--- src/rtl/nibble_pkg.sv ---
// Shared definitions for the nibble datapath: default data width and nibble type.
package nibble_pkg;

  localparam int NIBBLE_W = 4;

  typedef logic [NIBBLE_W-1:0] nibble_t;

endpackage : nibble_pkg

--- src/rtl/nibble_fifo_mem.sv ---
// Storage array for nibble_fifo: one synchronous write port and one
// combinational read port. Contents are not reset; the FIFO never presents
// an entry that was not written since the last reset or clear.
module nibble_fifo_mem
  import nibble_pkg::*;
#(
  parameter int WIDTH = NIBBLE_W,
  parameter int DEPTH = 8,
  parameter int AW    = $clog2(DEPTH)
) (
  input  logic             clk,
  input  logic             we,
  input  logic [AW-1:0]    waddr,
  input  logic [WIDTH-1:0] wdata,
  input  logic [AW-1:0]    raddr,
  output logic [WIDTH-1:0] rdata
);

  logic [WIDTH-1:0] mem [DEPTH];

  // Write the addressed entry on an accepted push.
  always_ff @(posedge clk) begin
    if (we) begin
      mem[waddr] <= wdata;
    end
  end

  // Show-ahead read: the head entry is visible without a read strobe.
  always_comb begin
    rdata = mem[raddr];
  end

endmodule : nibble_fifo_mem

--- src/rtl/nibble_fifo.sv ---
// Show-ahead synchronous FIFO feeding the 4-bit buffer register stage.
// Occupancy lives in its own count register so full/empty never depend on
// pointer comparison; overflow/underflow are sticky until reset or clear.
module nibble_fifo
  import nibble_pkg::*;
#(
  parameter int WIDTH = NIBBLE_W,
  parameter int DEPTH = 8
) (
  input  logic                       clk,
  input  logic                       reset,
  input  logic                       clear,
  input  logic                       wr_en,
  input  logic [WIDTH-1:0]           wr_data,
  input  logic                       rd_en,
  output logic [WIDTH-1:0]           rd_data,
  output logic                       full,
  output logic                       empty,
  output logic [$clog2(DEPTH+1)-1:0] level,
  output logic                       overflow,
  output logic                       underflow
);

  localparam int AW = $clog2(DEPTH);
  localparam int LW = $clog2(DEPTH + 1);
  localparam logic [LW-1:0] DEPTH_L = LW'(DEPTH);

  logic [AW-1:0]    wr_ptr_q, wr_ptr_d;
  logic [AW-1:0]    rd_ptr_q, rd_ptr_d;
  logic [LW-1:0]    level_q, level_d;
  logic             overflow_q, overflow_d;
  logic             underflow_q, underflow_d;
  logic             push_ok, pop_ok;
  logic [WIDTH-1:0] mem_rdata;

  // Status is derived purely from the occupancy count.
  always_comb begin
    full      = (level_q == DEPTH_L);
    empty     = (level_q == '0);
    level     = level_q;
    overflow  = overflow_q;
    underflow = underflow_q;
    rd_data   = empty ? '0 : mem_rdata;
  end

  // Accept logic: a pop frees a slot in the same cycle, so a full FIFO can
  // still take a push when it is also being popped. A pop on empty is never
  // accepted, even if a push arrives in the same cycle.
  always_comb begin
    pop_ok  = rd_en && !empty;
    push_ok = wr_en && (!full || rd_en);
  end

  // Next-state for pointers, count and sticky flags; clear overrides traffic.
  always_comb begin
    wr_ptr_d    = wr_ptr_q;
    rd_ptr_d    = rd_ptr_q;
    level_d     = level_q;
    overflow_d  = overflow_q;
    underflow_d = underflow_q;
    if (clear) begin
      wr_ptr_d    = '0;
      rd_ptr_d    = '0;
      level_d     = '0;
      overflow_d  = 1'b0;
      underflow_d = 1'b0;
    end else begin
      if (push_ok) begin
        wr_ptr_d = wr_ptr_q + AW'(1);
      end
      if (pop_ok) begin
        rd_ptr_d = rd_ptr_q + AW'(1);
      end
      if (push_ok && !pop_ok) begin
        level_d = level_q + LW'(1);
      end else if (pop_ok && !push_ok) begin
        level_d = level_q - LW'(1);
      end
      if (wr_en && !push_ok) begin
        overflow_d = 1'b1;
      end
      if (rd_en && empty) begin
        underflow_d = 1'b1;
      end
    end
  end

  // State register with asynchronous reset.
  always_ff @(posedge clk or posedge reset) begin
    if (reset) begin
      wr_ptr_q    <= '0;
      rd_ptr_q    <= '0;
      level_q     <= '0;
      overflow_q  <= 1'b0;
      underflow_q <= 1'b0;
    end else begin
      wr_ptr_q    <= wr_ptr_d;
      rd_ptr_q    <= rd_ptr_d;
      level_q     <= level_d;
      overflow_q  <= overflow_d;
      underflow_q <= underflow_d;
    end
  end

  nibble_fifo_mem #(
    .WIDTH (WIDTH),
    .DEPTH (DEPTH),
    .AW    (AW)
  ) u_mem (
    .clk   (clk),
    .we    (push_ok && !clear),
    .waddr (wr_ptr_q),
    .wdata (wr_data),
    .raddr (rd_ptr_q),
    .rdata (mem_rdata)
  );

endmodule : nibble_fifo

--- config.mk ---
export PLATFORM = sky130hd
export DESIGN_NAME = nibble_fifo
export DESIGN_NICKNAME = d
export VERILOG_FILES = /design/src/rtl/nibble_pkg.sv /design/src/rtl/nibble_fifo_mem.sv /design/src/rtl/nibble_fifo.sv
export SDC_FILE = /design/constraint.sdc
export NUM_CORES = 1
export LEC_CHECK = 0
export CAP_MARGIN = 30
export CORE_AREA = 4 4 65 67
export CTS_CLUSTER_DIAMETER = 50
export DETAILED_ROUTE_END_ITERATION = 8
export DIE_AREA = 0 0 69 71
export PLACE_DENSITY = 0.78
export SKIP_CTS_REPAIR_TIMING = 1
export SLEW_MARGIN = 0
export SYNTH_ARGS = -nofsm -noshare
export SYNTH_HDL_FRONTEND = slang
export SYNTH_SLANG_ARGS = --single-unit
--- constraint.sdc ---
create_clock -name clk -period 7.51 [get_ports clk]
set_clock_uncertainty 0.1 [all_clocks]
set_input_delay 1.502 -clock clk [delete_from_list [all_inputs] [get_ports clk]]
set_output_delay 1.502 -clock clk [all_outputs]
set_load 0.02 [all_outputs]
==> impl_metrics.tcl, run 1 <==
set metrics [dict create \
    cts.clk_slew.worst_paths_ps 80 \
    gr-total-overflow 0 \
    critPathLaunchType "flop" \
    routedWlPerCell_um 17.88 \
    outcome "finished, final reports clean" \
    r2r-start "level[0]" \
    rsz0062_at_grt "no" \
    worstHoldStart "overflow" \
    cts-buffers-inserted 5 \
    syn_avg_cell_area_um2 14.34 \
    period_minus_slack_ps 4014 \
    synthMuxAreaShare_pct 12.12 \
    start_util_pct 56.82 \
    combPwrFrac_pct 36.2 \
    io_pins 21 \
    num_vias 1204 \
    p_sw_mw 0.2678 \
    finish.net_count 174 \
    track_usage_pct 16.08 \
    p_leak_nw 0.8443 \
    drv_slew 0 \
    grt_pass1_wl_um 6003 \
    synth_nets 158 \
    worst_skew_pair.late_latency_ps 300 \
    powerDensity_nw_per_um2 334.8 \
    die_h_um 71 \
    hold_viol 0 \
    wl_um 3737 \
    ys_seq_area_share_pct 61.09 \
    drc_errors 0 \
    fill_cells 255 \
    max_freq_mhz 249.1 \
    worstHoldPathType "reg2reg" \
    synth_fa_ha_area_share_pct 3.394 \
    setup_tns_ps 0 \
    synth_edf_count 32 \
    fin_ws_ps 3496 \
    whs_ps 412.5 \
    maxCapViolations 0 \
    finalNonFillerCells 209 \
    synth_xor_area_share_pct 2.545 \
    drive_gt1_share_pct 14.29 \
    cts_sinks 44 \
    n_antenna_cell 0 \
    drtPass1Iterations 4 \
    ys_warn_count 0 \
    p_seq_share_pct 41.0 \
    pre_cts_ws_ps 3529 \
    setup_viol 0 \
    port_buffers 20 \
    gp_congestion 0.7897 \
    worstSetupPathType "reg2out" \
    dp_cells 201 \
    avgViaCountPerCell 5.761 \
    worst_ir_drop_vdd_mv 0.1540 \
    grt_max_degree 18 \
    fin_crit_sh_pct 53.45 \
    synthArstFlopShare_pct 27.27 \
    yosys.area_share.simple_pct 10.24 \
    htree_levels 2 \
    grt_pass1_vias 1181 \
    critPathMaxFanout 10 \
    die_area_um2 4899 \
    dp_hpwl_um 2655 \
    synth_compound_area_share_pct 6.545 \
    p_total_mw 0.7963 \
    synth_cell_types 38 \
    yosys-top-cells-area "edfxtp_1, dfrtp_1, mux4_2" \
    p_int_mw 0.5285 \
    syn_inst 144 \
    ys.flop_type "edfxtp_1" \
    worstPathRequired_ps 5910 \
    clkPwrFrac_pct 22.9 \
    rows 22 \
    worstSetupEndpointType "output pin" \
    tightest_slew_ps 887.9 \
    dr.first_iter.drc_count 142 \
    synth_top_family_by_area "multiplexers" \
    layout_commonest_cell "edfxtp_1" \
    area_growth_pct 15.21 \
    synth-seq-cells 44 \
    ant_nets 0 \
    clockBufferDepth 2 \
    swShare_pct 33.63 \
    synth_area_um2 2064 \
    crit_start "rd_ptr_q[0]" \
    root_buffer "clkbuf_8" \
    fp.dieW_um 69 \
    tritoncts "done" \
    yosys.area.top_type "edfxtp_1" \
    slew_headroom_pct 40.26 \
    synth_top_area_share_pct 46.55 \
    core_um2 3633 \
    crit_arrival_ps 2410 \
    final_cell_mix "edfxtp_1, clkdlybuf4s50_1, nor2_1" \
    antenna_found_initial 0 \
]
-- state kept, by name, summed over array words and instances, names as in the netlist --
register / flops
wr_ptr_q: 3
overflow: 1
rd_ptr_q: 3
level: 4
u_mem.mem: 32
underflow: 1
-- per-stage QoR --
step	util, %	cell area, um^2
after global placement	62.29	2263
after global routing	65.46	2379
final	65.46	2379
after floorplan	-	2064
after detailed placement	62.29	2263
after CTS	65.46	2379
-- critical path: stages, from the launching register on --
cell             delay, ps
dfrtp_1                710
mux4_2                 610
mux2i_1                170
nor2_1                  50
clkdlybuf4s50_1        560
-- Yosys cell counts (2+ instances only) --
library cell   n
clkbuf_1       4
xor2_1         3
dfrtp_1       12
nand3_1        2
buf_2          4
edfxtp_1      32
nand2b_1       4
mux2i_1        7
nor4_1         2
inv_1          6
mux4_2         8
ha_1           4
nor3_1         5
nand3b_1       3
xnor2_1        3
buf_6          2
nor2_1        18
a21oi_1        5
-- final cells by class --
type | instances | area (um^2) | area share, %
clock buffer | 5 | 68.82 | 2.893
tap | 48 | 60.06 | 2.525
inverter | 6 | 22.52 | 0.9469
clock inverter | 3 | 46.29 | 1.946
sequential | 44 | 1261 | 53.02
timing repair buffer | 20 | 200.2 | 8.417
multi-input combinational | 83 | 719.4 | 30.25
-- final timing paths --
kind | end | slack [ps] | cells after the start
worst min-delay path | overflow | 410 | 2
worst max register to register | level[3] | 4840 | 7
min in group asynchronous | level[1] | 1400 | 2
max in group asynchronous | rd_ptr_q[2] | 5610 | 2
worst max-delay path | rd_data[2] | 3500 | 4
worst min register to register | overflow | 410 | 2
-- power groups by stage --
stage | Sequential [mW] | Clock, mW | Combinational, mW
4_1_cts | 0.327 | 0.185 | 0.290
3_5_place_dp | 0.332 | 0 | 0.290
3_3_place_gp | 0.330 | 0 | 0.278
6_report | 0.326 | 0.182 | 0.288
2_1_floorplan | 0.313 | 0 | 0.215
5_1_grt | 0.333 | 0.196 | 0.309
-- kinds of logic (layout without fill, tap and decap cells) --
logic type / count (synthesis) / after routing
multiplexers: 15 / 15
AND/OR/NAND/NOR: 40 / 40
AO/OA/AOI/OAI: 17 / 17
adder cells (fa/ha/maj): 5 / 5
XOR/XNOR: 6 / 6
buffers and inverters: 17 / 34
flip-flops: 44 / 44
-- routing by layer --
layer	wire length [um]	global-route usage, %	vias up
li1	-	-	565
met1	1657	22.46	600
met2	1787	24.58	35
met3	255	4.830	4
met4	35	4.555	0
met5	0	0	-
Power figures use the tool's default switching activity.
==> inputs of run 2 (changes only) <==
CORE_AREA = 4 4 66 68   (was 4 4 65 67)
DIE_AREA = 0 0 70 72   (was 0 0 69 71)
PLACE_DENSITY = 0.76   (was 0.78)
clock period = 4.05 ns   (was 7.51 ns; I/O delays follow)
==> run 2 against run 1 <==
Effect of this change: global-route usage increased by 0.22 points; critical path depth stayed put; sequential share of layout area increased by 0.71 points; first-iteration DRC count shrank 46%; worst hold slack worse by 7.7 ps; register-to-register slack lost 3500 ps; critical endpoint is now rd_data[0].
==> impl_metrics.tcl, run 2 (synthesis results as in run 1) <==
set metrics [dict create \
    critPathCapture "rd_data[0]" \
    fin_ws_ps 717.5 \
    antenna_found_initial 0 \
    worst_ir_drop_vdd_mv 0.2849 \
    fin_crit_sh_pct 82.28 \
    gp_congestion 0.7746 \
    cts.clk_slew.worst_paths_ps 80 \
    pre_cts_ws_ps 789.3 \
    area_growth_pct 13.70 \
    rows 23 \
    critPathLaunchType "flop" \
    worstSetupEndpointType "output pin" \
    cts_sinks 44 \
    worstSetupPathType "reg2out" \
    tightest_slew_ps 848.2 \
    final_cell_mix "edfxtp_1, clkdlybuf4s50_1, nor2_1" \
    worst_skew_pair.late_latency_ps 290 \
    core_um2 3856 \
    drive_gt1_share_pct 13.75 \
    maxCapViolations 0 \
    grt_pass1_vias 1200 \
    cts-buffers-inserted 5 \
    drtPass1Iterations 4 \
    whs_ps 404.8 \
    gr-total-overflow 0 \
    routed.top_layer "met4" \
    tritoncts "done" \
    r2r_slack_ps 1350 \
    wl_um 3723 \
    fp.dieW_um 70 \
    root_buffer "clkbuf_8" \
    met2_length_um 1850 \
    dp_hpwl_um 2689 \
    ant_nets 0 \
    grt_max_degree 18 \
    dr_wl_met3_um 155 \
    max_freq_mhz 300.1 \
    die_area_um2 5040 \
    crit_start "rd_ptr_q[0]" \
    setup_tns_ps 0 \
    routedWlPerCell_um 17.73 \
    p_leak_nw 0.8296 \
    powerDensity_nw_per_um2 596.2 \
    dp_cells 203 \
    drc_errors 0 \
    rsz0062_at_grt "no" \
    worstHoldPathType "reg2reg" \
    dr.first_iter.drc_count 77 \
    slew_headroom_pct 42.93 \
    largest_reg_flops 32 \
    io_pins 21 \
    htree_levels 2 \
    wl_met1_um 1670 \
    grt_pass1_wl_um 6196 \
    r2r-start "level[0]" \
    setup_viol 0 \
    avgViaCountPerCell 5.671 \
    crit_arrival_ps 2420 \
    port_buffers 20 \
    outcome "finished, final reports clean" \
    largest_register "u_mem.mem" \
    finalNonFillerCells 210 \
    clockBufferDepth 2 \
    track_usage_pct 16.29 \
    start_util_pct 53.54 \
    layout_commonest_cell "edfxtp_1" \
    finish.net_count 174 \
    worstPathRequired_ps 3140 \
    critPathMaxFanout 10 \
    worst_r2r_path_depth 7 \
    period_minus_slack_ps 3333 \
    p_total_mw 1.400 \
    die_h_um 72 \
    num_vias 1191 \
    n_antenna_cell 0 \
    drv_slew 0 \
    regToRegEndpoint "level[3]" \
    hold_viol 0 \
]
-- run 2: worst min path at each step --
stage           startpoint          end  slack (ps)  depth (start not counted)
2_1_floorplan  wr_ptr_q[0]  wr_ptr_q[0]         430                          2
3_3_place_gp      overflow     overflow         380                          2
3_5_place_dp      overflow     overflow         390                          2
4_1_cts           overflow     overflow         410                          2
5_1_grt          underflow    underflow         440                          2
6_report          overflow     overflow         400                          2
-- run 2: stage by stage --
stage | area, um^2 | util (%)
after floorplan | 2064 | -
after global placement | 2266 | 58.76
after detailed placement | 2266 | 58.76
after CTS | 2347 | 60.87
after global routing | 2347 | 60.87
final | 2347 | 60.87
-- run 2: critical path: stages (launching register included) --
cell and delay [ps]:
dfrtp_1 740, mux4_2 600, mux2i_1 160, nor2_1 60, clkdlybuf4s50_1 570
-- run 2: report_power, final --
| group | switching [mW] | internal [mW] | leakage (nW) | total [mW] |
|---|---|---|---|---|
| Clock | 0.137 | 0.117 | 0.0400 | 0.254 |
| Combinational | 0.263 | 0.276 | 0.339 | 0.539 |
| Sequential | 0.0871 | 0.520 | 0.450 | 0.607 |
-- run 2: metal layers --
metal / vias up / track usage (%)
li1: 561 / -
met1: 592 / 22.06
met2: 32 / 25.60
met3: 6 / 4.571
met4: 0 / 5.745
met5: - / 0
-- run 2: area by class of cell --
type	count	area [um^2]
Timing Repair Buffer	20	200.2
Multi-Input combinational cell	83	719.4
Clock inverter	2	12.51
Sequential cell	44	1261
Inverter	6	22.52
Fill cell	307	1509
Tap cell	50	62.56
Clock buffer	5	68.82
==> inputs of run 3 (changes only) <==
clock period = 3.37 ns   (was 4.05 ns; I/O delays follow)
==> run 3 against run 2 <==
Effect of this change: sequential power up 19%; routed wire length up 2.6%; worst hold slack worse by 3.7 ps; via count up 3.6%; power up 27%; critical path type unchanged; sequential share of layout area down 1.6 points; combinational power up 19%; cell area up 3.0%; global-route usage up 0.86 points.
==> impl_metrics.tcl, run 3 (synthesis results as in run 1) <==
set metrics [dict create \
    core_um2 3856 \
    r2r-start "level[0]" \
    avgViaCountPerCell 5.713 \
    routedWlPerCell_um 17.68 \
    clkPwrFrac_pct 23.3 \
    wl_um 3818 \
    p_sw_mw 0.5952 \
    antenna_found_initial 0 \
    grt_max_degree 16 \
    p_int_mw 1.182 \
    crit_start "rd_ptr_q[0]" \
    track_usage_pct 17.15 \
    r2r_slack_ps 720 \
    holdPathStages 2 \
    worstPathRequired_ps 2600 \
    cts-buffers-inserted 5 \
    regToRegEndpoint "level[3]" \
    powerDensity_nw_per_um2 734.9 \
    die_area_um2 5040 \
    period_minus_slack_ps 3147 \
    dr.first_iter.drc_count 127 \
    fin_area_um2 2419 \
    worst_ir_drop_vdd_mv 0.3046 \
    cts.clk_slew.worst_paths_ps 90 \
    p_seq_share_pct 40.6 \
    outcome "finished, final reports clean" \
    finish.net_count 179 \
    finalNonFillerCells 216 \
    drtPass1Iterations 4 \
    clockBufferDepth 2 \
    gr-total-overflow 0 \
    fill_cells 295 \
    maxCapViolations 0 \
    rows 23 \
    p_leak_nw 0.8694 \
    multiInputGateArea_um2 719.4 \
    ant_nets 0 \
    tritoncts "done" \
    n_antenna_cell 0 \
    grt_pass1_vias 1302 \
    worstSetupEndpointType "output pin" \
    gp_congestion 0.7922 \
    cts_sinks 44 \
    worstHoldPathType "reg2reg" \
    layout_commonest_cell "edfxtp_1" \
    num_vias 1234 \
    start_util_pct 53.54 \
    rsz0062_at_grt "no" \
    hold_viol 0 \
    io_pins 21 \
    largest_reg_flops 32 \
    largest_register "u_mem.mem" \
    dp_hpwl_um 2684 \
    drc_errors 0 \
    tightest_slew_ps 744.0 \
    fin_crit_sh_pct 93.39 \
    worst_skew_pair.late_latency_ps 300 \
    worst_r2r_path_depth 7 \
    fp.dieW_um 70 \
    root_buffer "clkbuf_8" \
    drive_gt1_share_pct 16.87 \
    critPathMaxFanout 10 \
    grt_pass1_wl_um 6617 \
    setup_viol 0 \
    setup_tns_ps 0 \
    swShare_pct 33.48 \
    worstSetupPathType "reg2out" \
    holdPathEnd "overflow" \
    max_freq_mhz 317.7 \
    combPwrFrac_pct 36.2 \
    dp_cells 208 \
    die_h_um 72 \
    post_dp_cell_area_um2 2303 \
    final_cell_mix "edfxtp_1, clkdlybuf4s50_1, nor2_1" \
    drv_slew 0 \
    area.sequential_um2 1261 \
    slew_headroom_pct 50.02 \
    worstHoldStart "overflow" \
    critPathLaunchType "flop" \
    crit_arrival_ps 2370 \
    area_growth_pct 17.15 \
    port_buffers 20 \
    htree_levels 2 \
]
run 3: cell type report:
type                    instances  area share (%)
clock buffers                   5           2.845
clock inverters                 3           1.914
inverters                       6          0.9312
multi-input cells              83           29.75
flip-flops and latches         44           52.15
well taps                      50           2.587
repair buffers                 25           9.829
run 3: worst max-delay path, cell delays in order (launching register included):
cell	delay (ps)
dfrtp_1	710
mux4_2	580
mux2i_1	140
nor2_1	70
clkdlybuf4s50_1	570
run 3: routing by layer:
layer	routed length (um)	up-vias	share of wire, %	track usage (%)
met2	1883	24	49	26.97
met1	1717	633	45	23.49
met5	0	-	0	0
met4	41	0	1.1	5.957
met3	175	4	4.6	4.432
li1	-	573	-	-
run 3: how the worst max path moves through the flow:
| stage | to | slack (ps) |
|---|---|---|
| floorplan | level[3] | 810 |
| global placement | u_mem.mem[4][0] | 500 |
| detailed placement | u_mem.mem[4][0] | 470 |
| CTS | rd_data[0] | 170 |
| global route | rd_data[0] | 9 |
| finish | rd_data[1] | 220 |
run 3: power by group through the flow:
stage	sequential, mW	combinational (mW)	clock, mW
2_1_floorplan	0.697	0.478	0
3_3_place_gp	0.730	0.625	0
3_5_place_dp	0.737	0.648	0
4_1_cts	0.725	0.650	0.420
5_1_grt	0.741	0.699	0.446
6_report	0.722	0.643	0.413
run 3: stage by stage:
stage	total power, mW	utilization [%]	hold slack (ps)	worst slack [ps]
final	1.778	62.72	401.1	222.8
after global placement	1.356	59.73	375.8	499.7
after global routing	1.886	62.72	442.0	9.057
after detailed placement	1.385	59.73	388.3	467.7
after CTS	1.795	62.72	408.1	172.6
after floorplan	1.176	-	434.5	808.4
